**src/rtl/lane_mux_serializer.sv**
```systemverilog
`default_nettype none
// ============================================================================
// Module   : lane_mux_serializer
// Purpose  : Registered lane multiplexer / serializer. Takes an N*M-bit word
//            over a valid/ready handshake and emits its N-bit lanes over a
//            registered valid/ready interface.
//              direct mode    (i_mode=0): one beat carrying lane i_sel
//              serialize mode (i_mode=1): M beats starting at lane i_sel
//                                         (0 if out of range), wrapping mod M
// Revision : 1.0  initial release
// ----------------------------------------------------------------------------
// Ports
//   i_clk    in   1      clock, rising edge
//   i_rst_n  in   1      asynchronous active-low reset
//   i_data   in   N*M    input word, lane k = i_data[k*N +: N]
//   i_sel    in   SEL_W  direct lane / serialize start lane
//   i_mode   in   1      0 = direct, 1 = serialize
//   i_valid  in   1      upstream word valid
//   o_ready  out  1      upstream ready
//   o_data   out  N      output lane data
//   o_lane   out  SEL_W  lane index shown on o_data
//   o_valid  out  1      output beat valid
//   o_last   out  1      final beat of the current word
//   i_ready  in   1      downstream ready
//   o_busy   out  1      a word is held
// ============================================================================
module lane_mux_serializer #(
  parameter int N     = 8,
  parameter int M     = 8,
  parameter int SEL_W = 3
) (
  input  logic             i_clk,
  input  logic             i_rst_n,
  input  logic [N*M-1:0]   i_data,
  input  logic [SEL_W-1:0] i_sel,
  input  logic             i_mode,
  input  logic             i_valid,
  output logic             o_ready,
  output logic [N-1:0]     o_data,
  output logic [SEL_W-1:0] o_lane,
  output logic             o_valid,
  output logic             o_last,
  input  logic             i_ready,
  output logic             o_busy
);

  typedef enum logic [0:0] {
    ST_IDLE = 1'b0,
    ST_SEND = 1'b1
  } state_t;

  localparam logic [SEL_W:0]   c_M    = (SEL_W+1)'(M);
  localparam logic [SEL_W-1:0] c_LAST = SEL_W'(M-1);

  state_t             r_state, w_state_nxt;
  logic [N*M-1:0]     r_word,  w_word_nxt;
  logic [SEL_W-1:0]   r_cnt,   w_cnt_nxt;
  logic [SEL_W-1:0]   r_lane,  w_lane_nxt;
  logic [N-1:0]       r_data,  w_data_nxt;
  logic               r_last,  w_last_nxt;

  logic               w_ready;
  logic               w_accept;
  logic               w_hs;
  logic [SEL_W-1:0]   w_start;
  logic [SEL_W-1:0]   w_first_lane;
  logic [SEL_W-1:0]   w_lane_inc;
  logic [SEL_W-1:0]   w_cnt_inc;

  // Lane extraction; indices at or beyond M yield zero, which covers an
  // out-of-range direct select.
  function automatic logic [N-1:0] f_lane(input logic [N*M-1:0] word,
                                          input logic [SEL_W-1:0] lane);
    f_lane = '0;
    for (int k = 0; k < M; k++) begin
      if (lane == SEL_W'(k)) f_lane = word[k*N +: N];
    end
  endfunction

  // A new word may be taken while idle, or in the same edge that retires
  // the final beat of the current word (no bubble between words).
  assign w_ready  = i_rst_n &&
                    ((r_state == ST_IDLE) || (r_last && i_ready));
  assign w_accept = i_valid && w_ready;
  assign w_hs     = (r_state == ST_SEND) && i_ready;

  // Serialize start lane is remapped to 0 when out of range; direct mode
  // keeps the raw select.
  assign w_start      = ({1'b0, i_sel} < c_M) ? i_sel : '0;
  assign w_first_lane = i_mode ? w_start : i_sel;
  assign w_lane_inc   = (r_lane == c_LAST) ? '0 : r_lane + 1'b1;
  assign w_cnt_inc    = r_cnt + 1'b1;

  always_comb begin
    w_state_nxt = r_state;
    w_word_nxt  = r_word;
    w_cnt_nxt   = r_cnt;
    w_lane_nxt  = r_lane;
    w_data_nxt  = r_data;
    w_last_nxt  = r_last;
    if (w_accept) begin
      w_state_nxt = ST_SEND;
      w_word_nxt  = i_data;
      w_cnt_nxt   = '0;
      w_lane_nxt  = w_first_lane;
      w_data_nxt  = f_lane(i_data, w_first_lane);
      // M >= 2, so the first serialize beat is never the last one.
      w_last_nxt  = !i_mode;
    end else if (w_hs) begin
      if (r_last) begin
        w_state_nxt = ST_IDLE;
        w_last_nxt  = 1'b0;
      end else begin
        w_cnt_nxt  = w_cnt_inc;
        w_lane_nxt = w_lane_inc;
        w_data_nxt = f_lane(r_word, w_lane_inc);
        w_last_nxt = (w_cnt_inc == c_LAST);
      end
    end
  end

  always_ff @(posedge i_clk or negedge i_rst_n) begin
    if (!i_rst_n) begin
      r_state <= ST_IDLE;
      r_word  <= '0;
      r_cnt   <= '0;
      r_lane  <= '0;
      r_data  <= '0;
      r_last  <= 1'b0;
    end else begin
      r_state <= w_state_nxt;
      r_word  <= w_word_nxt;
      r_cnt   <= w_cnt_nxt;
      r_lane  <= w_lane_nxt;
      r_data  <= w_data_nxt;
      r_last  <= w_last_nxt;
    end
  end

  assign o_ready = w_ready;
  assign o_data  = r_data;
  assign o_lane  = r_lane;
  assign o_last  = r_last;
  assign o_valid = (r_state == ST_SEND);
  assign o_busy  = (r_state == ST_SEND);

endmodule
`default_nettype wire

```
**config.mk**
```make
export PLATFORM = sky130hd
export DESIGN_NAME = lane_mux_serializer
export DESIGN_NICKNAME = d
export VERILOG_FILES = /design/src/rtl/lane_mux_serializer.sv
export SDC_FILE = /design/constraint.sdc
export NUM_CORES = 1
export LEC_CHECK = 0
export CAP_MARGIN = 20
export CORE_MARGIN = 10
export CORE_UTILIZATION = 45
export CTS_CLUSTER_DIAMETER = 150
export DETAILED_ROUTE_END_ITERATION = 6
export GPL_ROUTABILITY_DRIVEN = 0
export PLACE_DENSITY = 0.71
export SLEW_MARGIN = 15
export SYNTH_ARGS = -nofsm -noshare
export SYNTH_HDL_FRONTEND = slang
export SYNTH_SLANG_ARGS = --single-unit
```
**constraint.sdc**
```tcl
create_clock -name i_clk -period 4.9 [get_ports i_clk]
set_input_delay 0.98 -clock i_clk [delete_from_list [all_inputs] [get_ports i_clk]]
set_output_delay 0.98 -clock i_clk [all_outputs]
set_load 0.05 [all_outputs]
```
==> results of run 1 <==
logic make-up after synthesis:
logic type	Yosys count
AO/OA/AOI/OAI	128
AND/OR/NAND/NOR	271
XOR/XNOR	2
multiplexers	18
flip-flops	80
adder cells (fa/ha/maj)	8
buffers and inverters	58
where the power goes:
part	internal, mW	switching [mW]	leakage (nW)
Combinational	0.617	1.04	1.49
Clock	0.283	0.241	0.103
Sequential	0.988	0.204	0.990
Total	1.89	1.48	2.58
per-stage QoR:
step / util / std cells / total power [mW]
6_report: 0.573 / 766 / 3.37
3_5_place_dp: 0.552 / 750 / 2.83
5_1_grt: 0.573 / 766 / 3.61
3_3_place_gp: 0.552 / 750 / 2.78
4_1_cts: 0.573 / 765 / 3.36
2_1_floorplan: - / 565 / 2.34
how the worst max path moves through the flow:
stage | to | depth (start not counted)
after floorplan | o_ready | 2
after global placement | o_ready | 4
after detailed placement | o_ready | 4
after CTS | o_ready | 4
after global routing | o_ready | 4
final | o_ready | 4
per-layer routing:
layer  vias to the layer above  part of all wire  GRT usage
li1                       2051                 -          -
met5                         -                 0          0
met1                      2103              0.43      0.252
met2                       188              0.48      0.318
met3                        20             0.066     0.0354
met4                         0             0.021     0.0626
registers in the layout, summed over array words and instances (netlist names):
signal	cells
o_last	1
r_cnt	3
o_lane	3
o_data	8
o_busy	1
r_word	64
final cells by class:
| type | count | area share |
|---|---|---|
| Clock buffer | 11 | 0.0232 |
| Sequential cell | 80 | 0.354 |
| Timing Repair Buffer | 96 | 0.165 |
| Tap cell | 133 | 0.0294 |
| Clock inverter | 4 | 0.0124 |
| Multi-Input combinational cell | 427 | 0.406 |
| Inverter | 15 | 0.00996 |
cell usage after synthesis, types with 2 or more instances:
cell,number,area [um2]
clkbuf_1,9,33.8
mux2_2,4,45.0
nor2_1,15,56.3
a22o_1,4,35.0
nand3b_1,5,37.5
nor3_1,8,40.0
nor3b_1,4,30.0
or2_1,2,12.5
o21ai_0,37,185
and2_1,3,18.8
inv_1,15,56.3
a221o_1,2,20.0
nand2_1,204,766
nand4_1,4,25.0
a22oi_1,5,37.5
o31ai_1,4,30.0
ha_1,8,100
o22ai_1,3,18.8
o32ai_1,3,26.3
buf_6,4,45.0
a211oi_1,4,30.0
o311ai_0,4,35.0
a31oi_1,5,31.3
dfrtp_1,80,2000
a221oi_1,10,87.6
buf_2,24,120
or2_2,2,12.5
a32oi_1,4,35.0
and3_1,2,12.5
o221ai_1,2,17.5
mux2i_1,14,140
nand2b_1,2,12.5
buf_4,6,45.0
a21oi_1,32,160
nand3_1,3,15.0
nor2b_1,15,93.8
==> results.sh, run 1 <==
export IMPL_grt_max_degree=76
export IMPL_dr_total_vias=4362
export IMPL_cts_buffer_depth=2
export IMPL_start_util=0.466
export IMPL_cts_made_buffers=9
export IMPL_ant_nets=0
export IMPL_reg2reg_depth=7
export IMPL_cp_startpoint="i_ready"
export IMPL_maxSlewHeadroom=0.279
export IMPL_clock_root_buffer="clkbuf_8"
export IMPL_drt_total_wl_um=14100
export IMPL_overflow=0
export IMPL_synthXorXnorAreaFrac=0.00381
export IMPL_drv_slew=0
export IMPL_critPathKind="in -> out"
export IMPL_synth_edf_count=0
export IMPL_synth_warnings=0
export IMPL_p_leak_nw=2.58
export IMPL_path_max_fanout=4
export IMPL_syn2layout_area_growth_pct=23.0
export IMPL_worstPathRequired_ns=3.92
export IMPL_remaining_drc_errors=0
export IMPL_ys_seq_elements=80
export IMPL_syn_num_nets=645
export IMPL_synth_fa_ha_area_frac=0.0218
export IMPL_synth_main_ff_cell="dfrtp_1"
export IMPL_nets=709
export IMPL_drive_above_1_share=0.0616
export IMPL_crit_top_cell="clkdlybuf4s50_1"
export IMPL_fp_row_count=36
export IMPL_core_um2=9860
export IMPL_maxCapViolCount=0
export IMPL_peakVddDrop_mv=0.345
export IMPL_htreeDepth=3
export IMPL_n_antenna_cell=0
export IMPL_synth_distinct_cells=49
export IMPL_cpMaxStageDelayCell="clkdlybuf4s50_1"
export IMPL_grt_usage=0.194
export IMPL_final_common_cell="nand2_1"
export IMPL_cts_sinks=80
export IMPL_status="completed"
export IMPL_power_density_nw_per_um2=597
export IMPL_arrival_ns=2.54
export IMPL_dpl_instance_area_um2=5450
export IMPL_dp_slack_ns=1.38
export IMPL_hold_viol_final=0
export IMPL_cp_num_buf_inv=2
export IMPL_fin_crit_sh=0.718
export IMPL_routedWlPerCell_um=18.4
export IMPL_rsz0062_at_grt="no"
export IMPL_syn_avg_cell_area_um2=8.14
export IMPL_hpwlAfterDp_um=9930
export IMPL_fp_dieH_um=121
export IMPL_cts_hold_buf=0
export IMPL_post_route_cell_area_um2=5650
export IMPL_hp_class="in -> async"
export IMPL_tns_ns=0
export IMPL_synth_simple_gate_area_share=0.251
export IMPL_synth_compound_area_frac=0.183
export IMPL_ios=87
export IMPL_synth_top_family_by_area="simple AND/OR/NAND/NOR gates"
export IMPL_grt_first_pass_wirelength_um=22800
export IMPL_fillers=894
export IMPL_r2r_slack_ns=1.87
export IMPL_cp_cell_sequence="clkdlybuf4s50_1, a21bo_2, and2_1, clkdlybuf4s50_1"
export IMPL_timing_hold_ws_ns=0.429
export IMPL_end_kind="output port"
export IMPL_setup_slack_ns=1.38
export IMPL_viasPerCell=5.69
export IMPL_rr_startpoint="o_lane[0]"
export IMPL_register_area_um2=2000
export IMPL_setup_viol=0
export IMPL_fp_dieW_um=121
export IMPL_seq_area_frac_synth=0.435
export IMPL_postCtsSetupBuffers=0
export IMPL_cp_start_kind="primary input"
export IMPL_r2r_end="o_data[3]"
export IMPL_cts_tree="yes"
export IMPL_first_iter_violations=479
export IMPL_clk_latency_ns=0.36
export IMPL_muxShareOfSynthArea=0.0403
export IMPL_multi_input_area_um2=2300
export IMPL_max_stage_delay_ns=0.79
export IMPL_worstMarginPinSlew_ns=1.08
export IMPL_synth_cell_area_um2=4600
export IMPL_dr_pass1_iters=5
export IMPL_synth_cells=565
export IMPL_antenna_found_initial=0
export IMPL_clock_skew_final_ns=0.00896
export IMPL_async_reset_ff_frac=1.00
export IMPL_clk_pin_slew_ns=0.08
export IMPL_ctsResizeCount=0
export IMPL_post_route_min_period_ns=3.52
export IMPL_grt_pass1_vias=4428
export IMPL_die_area_um2=14700
export IMPL_layout_common_cells="nand2_1 (204), clkdlybuf4s50_1 (83), dfrtp_1 (80)"
export IMPL_crit_family="buffers and inverters"
export IMPL_port_buffers=86
export IMPL_fmax_mhz=284
(Power assumes the default switching activity.)
==> inputs of run 2 (changes only) <==
Clock period 4.9 ns to 3.28 ns, I/O delays scaled along.
==> run 2 against run 1 <==
  * Global-route usage rose by 0.16 points
  * Sequential share of layout area fell by 0.56 points
  * Sequential power rose by 50%
  * Die area did not move
  * Largest cell class unchanged
  * Highest routed layer unchanged
==> results.sh, run 2 (synthesized netlist as in run 1, its figures left out) <==
export IMPL_start_util=0.466
export IMPL_r2r_slack_ns=0.67
export IMPL_fp_dieW_um=121
export IMPL_drive_above_1_share=0.0775
export IMPL_hold_viol_final=0
export IMPL_fp_row_count=36
export IMPL_cts_sinks=80
export IMPL_fin_crit_sh=0.794
export IMPL_critPathKind="reg -> reg"
export IMPL_routedWlPerCell_um=18.3
export IMPL_peakVddDrop_mv=0.558
export IMPL_ctsResizeCount=0
export IMPL_final_common_cell="nand2_1"
export IMPL_arrival_ns=2.87
export IMPL_maxCapViolCount=0
export IMPL_end_kind="flip-flop"
export IMPL_cts_buffer_depth=2
export IMPL_drt_total_wl_um=14200
export IMPL_clk_latency_ns=0.37
export IMPL_top_register="r_word"
export IMPL_path_max_fanout=21
export IMPL_syn2layout_area_growth_pct=24.9
export IMPL_r2r_end="o_data[3]"
export IMPL_die_area_um2=14700
export IMPL_grt_max_degree=79
export IMPL_power_density_nw_per_um2=875
export IMPL_nets=720
export IMPL_hpwlAfterDp_um=10200
export IMPL_cp_start_kind="flip-flop"
export IMPL_maxSlewHeadroom=0.404
export IMPL_overflow=0
export IMPL_worstMarginPinSlew_ns=0.894
export IMPL_layout_common_cells="nand2_1 (204), clkdlybuf4s50_1 (84), dfrtp_1 (80)"
export IMPL_remaining_drc_errors=0
export IMPL_htreeDepth=3
export IMPL_rsz0062_at_grt="no"
export IMPL_grt_pass1_vias=4428
export IMPL_largest_reg_flops=64
export IMPL_fmax_mhz=384
export IMPL_worstPathRequired_ns=3.55
export IMPL_postCtsSetupBuffers=0
export IMPL_p_leak_nw=2.62
export IMPL_first_iter_violations=326
export IMPL_setup_viol=0
export IMPL_clock_skew_final_ns=0.00937
export IMPL_port_buffers=86
export IMPL_fp_dieH_um=121
export IMPL_rr_startpoint="o_lane[0]"
export IMPL_hp_class="in -> async"
export IMPL_clk_pin_slew_ns=0.09
export IMPL_tns_ns=0
export IMPL_dr_total_vias=4420
export IMPL_post_route_min_period_ns=2.61
export IMPL_grt_first_pass_wirelength_um=22900
export IMPL_ios=87
export IMPL_fin_cells=778
export IMPL_cts_hold_buf=0
export IMPL_cts_tree="yes"
export IMPL_cts_made_buffers=9
export IMPL_dp_cells=761
export IMPL_drv_slew=0
export IMPL_antenna_found_initial=0
export IMPL_clock_root_buffer="clkbuf_8"
export IMPL_status="completed"
export IMPL_core_um2=9860
export IMPL_grt_usage=0.196
export IMPL_ant_nets=0
export IMPL_n_antenna_cell=0
export IMPL_fillers=901
export IMPL_viasPerCell=5.68
export IMPL_dr_pass1_iters=5
export IMPL_reg2reg_depth=7
[run 2: cell types whose count changed in the layout (fill, tap and decap cells not counted)]
cell             before  now
buf_4                10   22
buf_2                 2    0
buf_16                0    1
clkinv_2              2    1
clkdlybuf4s50_1      83   84
bufinv_16             2    1
buf_8                 1    0
clkinvlp_4            0    3
[run 2: worst max-delay path, cell delays in order (launching register included)]
cell and delay (ns):
dfrtp_1 0.47, inv_1 0.12, ha_1 0.75, or2_1 0.34
a221oi_1 0.08, o21ai_0 0.31, a22oi_1 0.14, o221a_2 0.28
[run 2: power breakdown]
group,total (mW),internal [mW],switching [mW]
Combinational,2.51,0.950,1.56
Sequential,1.78,1.48,0.306
Clock,0.737,0.351,0.386
[run 2: metrics by stage]
step | instance area (um2) | hold slack, ns | total power, mW | util | setup WS (ns)
after detailed placement | 5530 | 0.459 | 4.27 | 0.560 | 0.625
after global placement | 5530 | 0.452 | 4.22 | 0.560 | 0.692
after global routing | 5740 | 0.0533 | 5.38 | 0.582 | 0.542
after CTS | 5720 | 0.0641 | 5.00 | 0.579 | 0.678
after floorplan | 4600 | 0.360 | 3.50 | - | 1.09
final | 5740 | 0.0699 | 5.02 | 0.582 | 0.675
[run 2: cell type report]
type	count	area, um2	area share
clock buffer	11	131	0.0229
multi-input combinational	427	2300	0.400
sequential	80	2000	0.349
timing repair buffer	107	1030	0.180
tap	133	166	0.0290
inverter	15	56.3	0.00980
clock inverter	5	57.6	0.0100
[run 2: metal layers]
metal / track usage / routed length (um)
met1: 0.245 / 6170
met2: 0.322 / 6730
met3: 0.0461 / 1030
met4: 0.0671 / 315
met5: 0 / 0
[run 2: how the worst max path moves through the flow]
stage	slack [ns]	depth (start not counted)	start	end
finish	0.67	7	o_lane[0]	o_data[3]
global route	0.54	7	o_lane[0]	o_data[3]
floorplan	1.09	7	o_lane[0]	o_data[2]
CTS	0.68	7	o_lane[0]	o_data[3]
global placement	0.69	7	i_sel[0]	o_data[3]
detailed placement	0.62	7	i_sel[0]	o_data[3]
==> inputs of run 3 (changes only) <==
Settings changed: PLACE_DENSITY 0.71 to 0.73.
Clock period 3.28 ns to 2.15 ns, I/O delays scaled along.
==> run 3 against run 2 <==
  * Global-route usage up 0.79 points
  * Core utilization up 3.5 points
  * Clock power up 91%
  * Critical path depth down 6
  * Critical path type is now reg -> out
  * Highest routed layer unchanged
==> results.sh, run 3 (synthesized netlist as in run 1, its figures left out) <==
export IMPL_status="completed"
export IMPL_syn2layout_area_growth_pct=32.5
export IMPL_dr_total_vias=4594
export IMPL_maxCapViolCount=0
export IMPL_r2r_slack_ns=0.05
export IMPL_r2r_end="o_data[3]"
export IMPL_path_max_fanout=5
export IMPL_first_iter_violations=439
export IMPL_fp_dieW_um=121
export IMPL_fp_row_count=36
export IMPL_tns_ns=0
export IMPL_clk_latency_ns=0.36
export IMPL_drv_slew=0
export IMPL_drt_total_wl_um=15100
export IMPL_viasPerCell=5.76
export IMPL_fp_dieH_um=121
export IMPL_cts_sinks=80
export IMPL_start_util=0.466
export IMPL_routedWlPerCell_um=18.9
export IMPL_hold_viol_final=0
export IMPL_htreeDepth=3
export IMPL_hpwlAfterDp_um=11000
export IMPL_ant_nets=0
export IMPL_worstMarginPinSlew_ns=0.568
export IMPL_grt_first_pass_wirelength_um=24000
export IMPL_port_buffers=86
export IMPL_rr_startpoint="o_lane[0]"
export IMPL_overflow=0
export IMPL_dp_slack_ns=-0.0981
export IMPL_cp_num_buf_inv=1
export IMPL_critPathKind="reg -> out"
export IMPL_cp_cell_sequence="clkdlybuf4s50_1"
export IMPL_dr_pass1_iters=5
export IMPL_largest_reg_flops=64
export IMPL_dp_cells=783
export IMPL_power_density_nw_per_um2=1410
export IMPL_cts_buffer_depth=2
export IMPL_fin_crit_sh=0.974
export IMPL_ios=87
export IMPL_top_register="r_word"
export IMPL_post_route_cell_area_um2=6090
export IMPL_die_area_um2=14700
export IMPL_fin_cells=797
export IMPL_reg2reg_depth=7
export IMPL_setup_viol=0
export IMPL_end_kind="output port"
export IMPL_core_um2=9860
export IMPL_cpMaxStageDelayCell="clkdlybuf4s50_1"
export IMPL_final_common_cell="nand2_1"
export IMPL_clock_skew_final_ns=0.00960
export IMPL_clock_root_buffer="clkbuf_8"
export IMPL_worstPathRequired_ns=1.72
export IMPL_cts_made_buffers=9
export IMPL_cts_tree="yes"
export IMPL_crit_family="buffers and inverters"
export IMPL_antenna_found_initial=0
export IMPL_remaining_drc_errors=0
export IMPL_maxSlewHeadroom=0.620
export IMPL_arrival_ns=1.67
export IMPL_grt_pass1_vias=4731
export IMPL_post_route_min_period_ns=2.10
export IMPL_postCtsSetupBuffers=0
export IMPL_clk_pin_slew_ns=0.08
export IMPL_peakVddDrop_mv=0.913
export IMPL_setup_slack_ns=0.0549
export IMPL_dpl_instance_area_um2=5780
export IMPL_fmax_mhz=477
export IMPL_n_antenna_cell=0
export IMPL_hp_class="in -> async"
export IMPL_grt_usage=0.203
export IMPL_nets=742
export IMPL_p_leak_nw=2.81
export IMPL_grt_max_degree=79
export IMPL_drive_above_1_share=0.122
export IMPL_cp_start_kind="flip-flop"
export IMPL_layout_common_cells="nand2_1 (204), clkdlybuf4s50_1 (83), dfrtp_1 (79)"
export IMPL_max_stage_delay_ns=0.88
[run 3: cell types whose count changed in the layout (fill, tap and decap cells not counted), sizes merged]
cell / delta
buf: +21
bufinv: +3
clkbuf: -2
clkdlybuf4s50: -1
clkinv: -1
clkinvlp: -3
dlygate4sd3: +1
dlymetal6s2s: +1
[run 3: metal layers]
metal / track usage / vias to the layer above / wire [um]
li1: - / 2118 / -
met1: 0.254 / 2207 / 6270
met2: 0.331 / 227 / 7080
met3: 0.0489 / 42 / 1200
met4: 0.0807 / 0 / 526
met5: 0 / - / 0
[run 3: repair_timing]
| item | 4_1_cts | 5_1_grt |
|---|---|---|
| hold buffers | 1 | 0 |
| hold endpoints to repair | 2 | 0 |
| resized for setup | 2 | 14 |
| setup endpoints to repair | 2 | 9 |
| pin swaps | 0 | 1 |
[run 3: area by class of cell]
| class | count | area [um2] |
|---|---|---|
| clock buffers | 9 | 124 |
| clock inverters | 4 | 120 |
| fillers | 864 | 3770 |
| inverters | 15 | 56.3 |
| multi-input cells | 427 | 2350 |
| flip-flops and latches | 80 | 2000 |
| well taps | 133 | 166 |
| repair buffers | 129 | 1270 |
[run 3: where the power goes]
part / switching, mW / internal [mW] / total, mW
logic: 2.57 / 1.84 / 4.41
registers: 0.510 / 2.26 / 2.77
clock network: 0.542 / 0.870 / 1.41
total: 3.62 / 4.96 / 8.59
[run 3: worst max path at each step]
stage                     cells after the start       from        end
final                                         1  o_lane[1]  o_lane[1]
after global routing                          7  o_lane[0]  o_data[2]
after CTS                                     7  o_lane[0]  o_data[0]
after detailed placement                      7   i_sel[0]  o_data[4]
after global placement                        7  o_lane[0]  o_data[3]
after floorplan                               7  o_lane[1]  o_data[2]
[run 3: stage by stage]
step	hold WS, ns	total power, mW	utilization
2_1_floorplan	0.134	5.34	-
3_3_place_gp	0.251	6.78	0.586
3_5_place_dp	0.255	6.93	0.586
4_1_cts	0.422	8.38	0.612
5_1_grt	0.441	9.12	0.617
6_report	0.426	8.59	0.617
